`src/rtl/data_sram_req_pkg.sv`:
```
// Shared definitions for the data-side SRAM request initiator:
// mem op encodings, address-error exccodes and FSM state encoding.
package data_sram_req_pkg;

    localparam logic [2:0] OP_W  = 3'd0;
    localparam logic [2:0] OP_B  = 3'd1;
    localparam logic [2:0] OP_BU = 3'd2;
    localparam logic [2:0] OP_H  = 3'd3;
    localparam logic [2:0] OP_HU = 3'd4;
    localparam logic [2:0] OP_WL = 3'd5;
    localparam logic [2:0] OP_WR = 3'd6;

    localparam logic [4:0] EXC_ADEL = 5'h04;
    localparam logic [4:0] EXC_ADES = 5'h05;

    typedef enum logic [1:0] {
        ST_IDLE = 2'd0,
        ST_REQ  = 2'd1,
        ST_WAIT = 2'd2
    } state_e;

endpackage

```
`src/rtl/data_sram_req_store_fmt.sv`:
```
// Request formatter: op + address + rt -> size, address, byte strobes and data.
// Loads leave wstrb/wdata at zero; WL/WR always use the word-aligned address.
module data_sram_req_store_fmt #(
    parameter int ADDR_W = 32
) (
    input  logic              we_i,
    input  logic [2:0]        op_i,
    input  logic [ADDR_W-1:0] addr_i,
    input  logic [31:0]       rt_i,
    output logic [1:0]        size_o,
    output logic [ADDR_W-1:0] addr_o,
    output logic [3:0]        wstrb_o,
    output logic [31:0]       wdata_o
);
    import data_sram_req_pkg::*;

    logic [1:0]        a;
    logic [ADDR_W-1:0] addr_al;

    assign a       = addr_i[1:0];
    assign addr_al = {addr_i[ADDR_W-1:2], 2'b00};

    always_comb begin
        size_o  = 2'd2;
        addr_o  = addr_i;
        wstrb_o = 4'b0000;
        wdata_o = 32'h0;
        unique case (op_i)
            OP_B, OP_BU: begin
                size_o = 2'd0;
                if (we_i) begin
                    wstrb_o = 4'b0001 << a;
                    wdata_o = {4{rt_i[7:0]}};
                end
            end
            OP_H, OP_HU: begin
                size_o = 2'd1;
                if (we_i) begin
                    wstrb_o = a[1] ? 4'b1100 : 4'b0011;
                    wdata_o = {2{rt_i[15:0]}};
                end
            end
            OP_WL: begin
                addr_o = addr_al;
                if (we_i) begin
                    unique case (a)
                        2'd0: begin wstrb_o = 4'b0001; wdata_o = {24'h0, rt_i[31:24]}; end
                        2'd1: begin wstrb_o = 4'b0011; wdata_o = {16'h0, rt_i[31:16]}; end
                        2'd2: begin wstrb_o = 4'b0111; wdata_o = {8'h0, rt_i[31:8]}; end
                        default: begin wstrb_o = 4'b1111; wdata_o = rt_i; end
                    endcase
                end
            end
            OP_WR: begin
                addr_o = addr_al;
                if (we_i) begin
                    unique case (a)
                        2'd0: begin wstrb_o = 4'b1111; wdata_o = rt_i; end
                        2'd1: begin wstrb_o = 4'b1110; wdata_o = {rt_i[23:0], 8'h0}; end
                        2'd2: begin wstrb_o = 4'b1100; wdata_o = {rt_i[15:0], 16'h0}; end
                        default: begin wstrb_o = 4'b1000; wdata_o = {rt_i[7:0], 24'h0}; end
                    endcase
                end
            end
            default: begin
                if (we_i) begin
                    wstrb_o = 4'b1111;
                    wdata_o = rt_i;
                end
            end
        endcase
    end

endmodule

```
`src/rtl/data_sram_req.sv`:
```
// EX/MEM data-side SRAM request initiator with single outstanding transaction.
// Define ADDR_CHECK_EN to raise AdEL/AdES for misaligned H/HU/W accesses.
module data_sram_req #(
    parameter int         ADDR_W   = 32,
    parameter logic [4:0] EXC_ADEL = data_sram_req_pkg::EXC_ADEL,
    parameter logic [4:0] EXC_ADES = data_sram_req_pkg::EXC_ADES
) (
    input  logic              clk,
    input  logic              resetn,
    input  logic              es_mem_valid,
    input  logic              es_mem_we,
    input  logic [2:0]        es_mem_op,
    input  logic [ADDR_W-1:0] es_addr,
    input  logic [31:0]       es_st_data,
    input  logic              es_ex,
    input  logic              flush,
    input  logic              ms_allowin,
    output logic              mem_ready_go,
    output logic              data_req,
    output logic              data_wr,
    output logic [1:0]        data_size,
    output logic [ADDR_W-1:0] data_addr,
    output logic [3:0]        data_wstrb,
    output logic [31:0]       data_wdata,
    input  logic              data_addr_ok,
    input  logic              data_data_ok,
    output logic              resp_valid,
    output logic              adr_ex,
    output logic [4:0]        adr_exccode
);
    import data_sram_req_pkg::*;

    state_e            state_q, state_d;
    logic              cancel_q, cancel_d;
    logic              issued_q, issued_d;
    logic              resp_q, resp_d;
    logic              wr_q;
    logic [1:0]        size_q;
    logic [ADDR_W-1:0] addr_q;
    logic [3:0]        wstrb_q;
    logic [31:0]       wdata_q;

    logic [1:0]        fmt_size;
    logic [ADDR_W-1:0] fmt_addr;
    logic [3:0]        fmt_wstrb;
    logic [31:0]       fmt_wdata;
    logic [4:0]        code;
    logic              launch;
    logic              addr_hs;

    data_sram_req_store_fmt #(.ADDR_W(ADDR_W)) u_fmt (
        .we_i    (es_mem_we),
        .op_i    (es_mem_op),
        .addr_i  (es_addr),
        .rt_i    (es_st_data),
        .size_o  (fmt_size),
        .addr_o  (fmt_addr),
        .wstrb_o (fmt_wstrb),
        .wdata_o (fmt_wdata)
    );

    assign code = es_mem_we ? EXC_ADES : EXC_ADEL;

`ifdef ADDR_CHECK_EN
    logic misal;
    assign misal = (((es_mem_op == OP_H) | (es_mem_op == OP_HU)) & es_addr[0])
                 | ((es_mem_op == OP_W) & (es_addr[1:0] != 2'b00));
    assign adr_ex      = es_mem_valid & ~es_ex & misal;
    assign adr_exccode = code;
`else
    assign adr_ex      = 1'b0;
    assign adr_exccode = code & {5{adr_ex}};
`endif

    assign launch  = es_mem_valid & ~es_ex & ~flush & ~issued_q & ~adr_ex
                   & (state_q == ST_IDLE);
    assign addr_hs = (state_q == ST_REQ) & data_addr_ok;

    assign mem_ready_go = ~es_mem_valid | es_ex | adr_ex | issued_q | addr_hs;
    assign data_req     = (state_q == ST_REQ);
    assign data_wr      = wr_q;
    assign data_size    = size_q;
    assign data_addr    = addr_q;
    assign data_wstrb   = wstrb_q;
    assign data_wdata   = wdata_q;
    assign resp_valid   = resp_q;

    // A flushed transaction still finishes on the bus; only its response is dropped.
    always_comb begin
        state_d  = state_q;
        cancel_d = cancel_q;
        resp_d   = 1'b0;
        issued_d = issued_q;
        unique case (state_q)
            ST_IDLE: begin
                if (launch) state_d = ST_REQ;
            end
            ST_REQ: begin
                if (flush) cancel_d = 1'b1;
                if (data_addr_ok) state_d = ST_WAIT;
            end
            ST_WAIT: begin
                if (flush) cancel_d = 1'b1;
                if (data_data_ok) begin
                    state_d  = ST_IDLE;
                    resp_d   = ~cancel_q & ~flush;
                    cancel_d = 1'b0;
                end
            end
            default: state_d = ST_IDLE;
        endcase
        if (flush | ms_allowin) issued_d = 1'b0;
        else if (addr_hs)       issued_d = 1'b1;
    end

    always_ff @(posedge clk or negedge resetn) begin
        if (!resetn) begin
            state_q  <= ST_IDLE;
            cancel_q <= 1'b0;
            issued_q <= 1'b0;
            resp_q   <= 1'b0;
            wr_q     <= 1'b0;
            size_q   <= 2'd0;
            addr_q   <= '0;
            wstrb_q  <= 4'b0000;
            wdata_q  <= 32'h0;
        end else begin
            state_q  <= state_d;
            cancel_q <= cancel_d;
            issued_q <= issued_d;
            resp_q   <= resp_d;
            if (launch) begin
                wr_q    <= es_mem_we;
                size_q  <= fmt_size;
                addr_q  <= fmt_addr;
                wstrb_q <= fmt_wstrb;
                wdata_q <= fmt_wdata;
            end
        end
    end

endmodule

```
`config.mk`:
```
export PLATFORM = sky130hd
export DESIGN_NAME = data_sram_req
export DESIGN_NICKNAME = d
export VERILOG_FILES = /design/src/rtl/data_sram_req_pkg.sv /design/src/rtl/data_sram_req_store_fmt.sv /design/src/rtl/data_sram_req.sv
export SDC_FILE = /design/constraint.sdc
export NUM_CORES = 1
export LEC_CHECK = 0
export BUFFER_PORTS_ARGS = -buffer_cell sky130_fd_sc_hd__buf_2
export CAP_MARGIN = 25
export CORE_MARGIN = 5
export CORE_UTILIZATION = 48
export DETAILED_ROUTE_END_ITERATION = 16
export GPL_TIMING_DRIVEN = 0
export PLACE_DENSITY = 0.76
export SLEW_MARGIN = 10
export SYNTH_ARGS = -nofsm -noshare
export SYNTH_HDL_FRONTEND = slang
export SYNTH_HIERARCHICAL = 1
export SYNTH_SLANG_ARGS = --single-unit
```
`constraint.sdc`:
```
create_clock -name clk -period 4.5 [get_ports clk]
set_input_delay 0.225 -clock clk [delete_from_list [all_inputs] [get_ports clk]]
set_output_delay 0.225 -clock clk [all_outputs]
set_load 0.02 [all_outputs]
```
==> metrics.txt <==
Post-synth EDFFs=0; combinational family with the most area after synthesis=multiplexers; area leader, netlist=dfrtp_1; Area growth, synth to finish=20.6%; final setup skew=about 0.0098 ns; Min-Delay Path Class=in2reg; R2R setup slack=2.47 ns; uppermost layer routed=met4; clk_lat worst skew=0.36 ns; initial antenna violation count=0; die height=111 um; routed wire length=14,400 um; grt ovf=0; htree depth=3; sequential share of the synthesized area=0.392; Worst Setup SP=state_q[0]; post-synthesis mux area share=0.259; Final Setup Violations=0; placed cell area=5670 um2; die width=111 um; buffer depth of the longest clock path=2; crit path DAT=2.27 ns; max-slew violations=0; Clock transition at path regs=0.08 ns; via count=4,199; Leak=a little under 3 nW; CP max FO=10; CP Data Required Time=4.74 ns; first-pass GRT wire length=23,100 um; Critical Path Sink=data_wdata[28]; Overall Global Routing Usage=0.234; fin area=5860 um2; Crit Path Class=reg2reg; Synth Area in Adders=0.0129; post-synth cell types=50; starting density of the core=0.495; Pwr per Cell Area=511 nW/um2; Reg2Reg Depth=6; Area contributors post-synth=dfrtp_1 (39%), mux2_2 (19%), buf_4 (5.9%); Via-to-Cell Ratio=5.87; fraction of layout cells with a size suffix above 1=0.486; CTS resizes=0; clock sinks=76; CTS tree=built; IO Port Bufs=around 120; RSZ-0062 raised after global routing=no; number of remaining DRC errors=0; Die ar.=12,200 um2; met1 wire length=between 5000 and 6000 um; Mapped Cells=439; maximum clock frequency=0.492 GHz; root buf cell=clkbuf_8; site row count=36; Final Cycle Share=0.451; total power=2.99 mW; largest net degree at the start of global routing=58; Post-Synth XOR/XNOR Area=0.00361; Post-DRT Antenna Nets=0; CTS buffer count=9; Diodes inserted=0; RR Endpoint=data_wdata[28]; WL met2=6680 um; I/O pin total=~160; critical path startpoint category=flop; vias in the first global route=4,525; R2R Path Start=state_q[0]; initial drt markers=286; worst rel slew slack=0.392; yosys warns=6; max_cap viols=0; total iterations of the first detailed-routing run=7; FFs w/ async S/R, synth=1.00; CP Capture Type=flop; WL met3=1770 um; post-synthesis simple-gate area fraction=0.0724; hold_ws=0.0767 ns; Core Footprint=just under 10,000 um2; Cell Area, Synth=4860 um2; DPL Wire Length=roughly 10,000 um; Total Neg Setup Slack=0 ns; ys flop type=dfrtp_1; nets@finish=658; final hold vios=0; Worst-Margin Slew=0.906 ns; Final Critical Period=2.03 ns; Wirelength per Cell=20.1 um; utilization after layout=0.596; area fraction of the dominant cell type after synthesis=0.392; #FFs+latches synth=between 70 and 80; FILL cells=879; maximum vdd ir drop=between 300 and 400 uV; status=finished clean; Mapped Avg Cell Area=around 11 um2; Synth Area in Compound Gates=0.149; GP Congestion=between 0.9 and 1
registers in the layout, summed over array words and instances (netlist names):
signal      count
issued_q        1
data_wr         1
cancel_q        1
data_wdata     32
data_size       2
resp_valid      1
data_addr      32
data_wstrb      4
state_q         2
per-stage QoR:
stage / instances / setup slack (ns)
6_report: 715 / 2.47
5_1_grt: 715 / 2.32
4_1_cts: 715 / 2.43
3_5_place_dp: 697 / 2.42
3_3_place_gp: 696 / 2.41
2_1_floorplan: 444 / 2.79
kinds of logic (layout without fill, tap and decap cells):
logic type / count (synthesis) / in the layout
other: 1 / 6
multiplexers: 113 / 113
AO/OA/AOI/OAI: 90 / 90
flip-flops: 76 / 76
AND/OR/NAND/NOR: 69 / 69
XOR/XNOR: 2 / 2
buffers and inverters: 83 / 221
adder cells (fa/ha/maj): 5 / 5
worst max-delay path: stages, from the launching register on:
cell      delay, ns
dfrtp_1        0.41
inv_1          0.10
ha_1           0.22
nand3b_1       0.08
clkbuf_1       0.34
buf_2          0.37
mux2_2         0.38
layout make-up:
class / instances / area (um2) / area share
clock buffer: 12 / 145 / 0.0248
multi-input combinational: 285 / 2440 / 0.416
sequential: 76 / 1900 / 0.325
clock inverter: 4 / 25.0 / 0.00427
inverter: 12 / 45.0 / 0.00769
timing repair buffer: 122 / 646 / 0.110
buffer: 71 / 490 / 0.0837
tap: 133 / 166 / 0.0284
per-layer routing:
layer,vias up,GRT usage
li1,1860,-
met1,1989,0.271
met2,294,0.377
met3,56,0.0919
met4,0,0.112
met5,-,0
placed cells by master (no fill, tap or decap), drive strengths merged, types with 5 or more instances in the layout:
cell / n
a21oi: 8
conb: 6
clkbuf: 22
mux2i: 12
ha: 5
o21ai: 20
inv: 12
mux2: 101
nand3: 11
a32o: 14
nor2: 12
a222oi: 15
nand2: 24
a22o: 16
buf: 180
o2bb2ai: 8
dfrtp: 76
power by group:
group / internal [mW] / switching, mW / total (mW)
Combinational: 0.583 / 0.795 / 1.38
Clock: 0.214 / 0.266 / 0.480
Sequential: 0.990 / 0.145 / 1.13
cell usage after synthesis, drive strengths merged (2+ instances only):
cell type,n
mux2,101
dfrtp,76
buf,60
nand2,24
o21ai,20
a22o,16
a222oi,15
a32o,14
inv,12
mux2i,12
nor2,12
nand3,11
clkbuf,10
a21oi,8
o2bb2ai,8
ha,5
and2,3
and4b,3
nand2b,3
a22oi,2
a31oi,2
a32oi,2
nand4,2
nor2b,2
nor3,2
nor3b,2
o21bai,2
worst min-delay path by stage:
| stage | endpoint | start | depth (start not counted) |
|---|---|---|---|
| finish | issued_q | flush | 2 |
| global route | issued_q | flush | 2 |
| CTS | issued_q | flush | 2 |
| detailed placement | data_addr[0] | resetn | 1 |
| global placement | issued_q | ms_allowin | 2 |
| floorplan | cancel_q | resetn | 0 |
what timing repair did:
item                                   CTS  global route
endpoints found under the hold margin   20             0
hold buffers                             2             0
setup endpoints to repair                0             0
buffers inserted                         0             0
(Power assumes the default switching activity.)
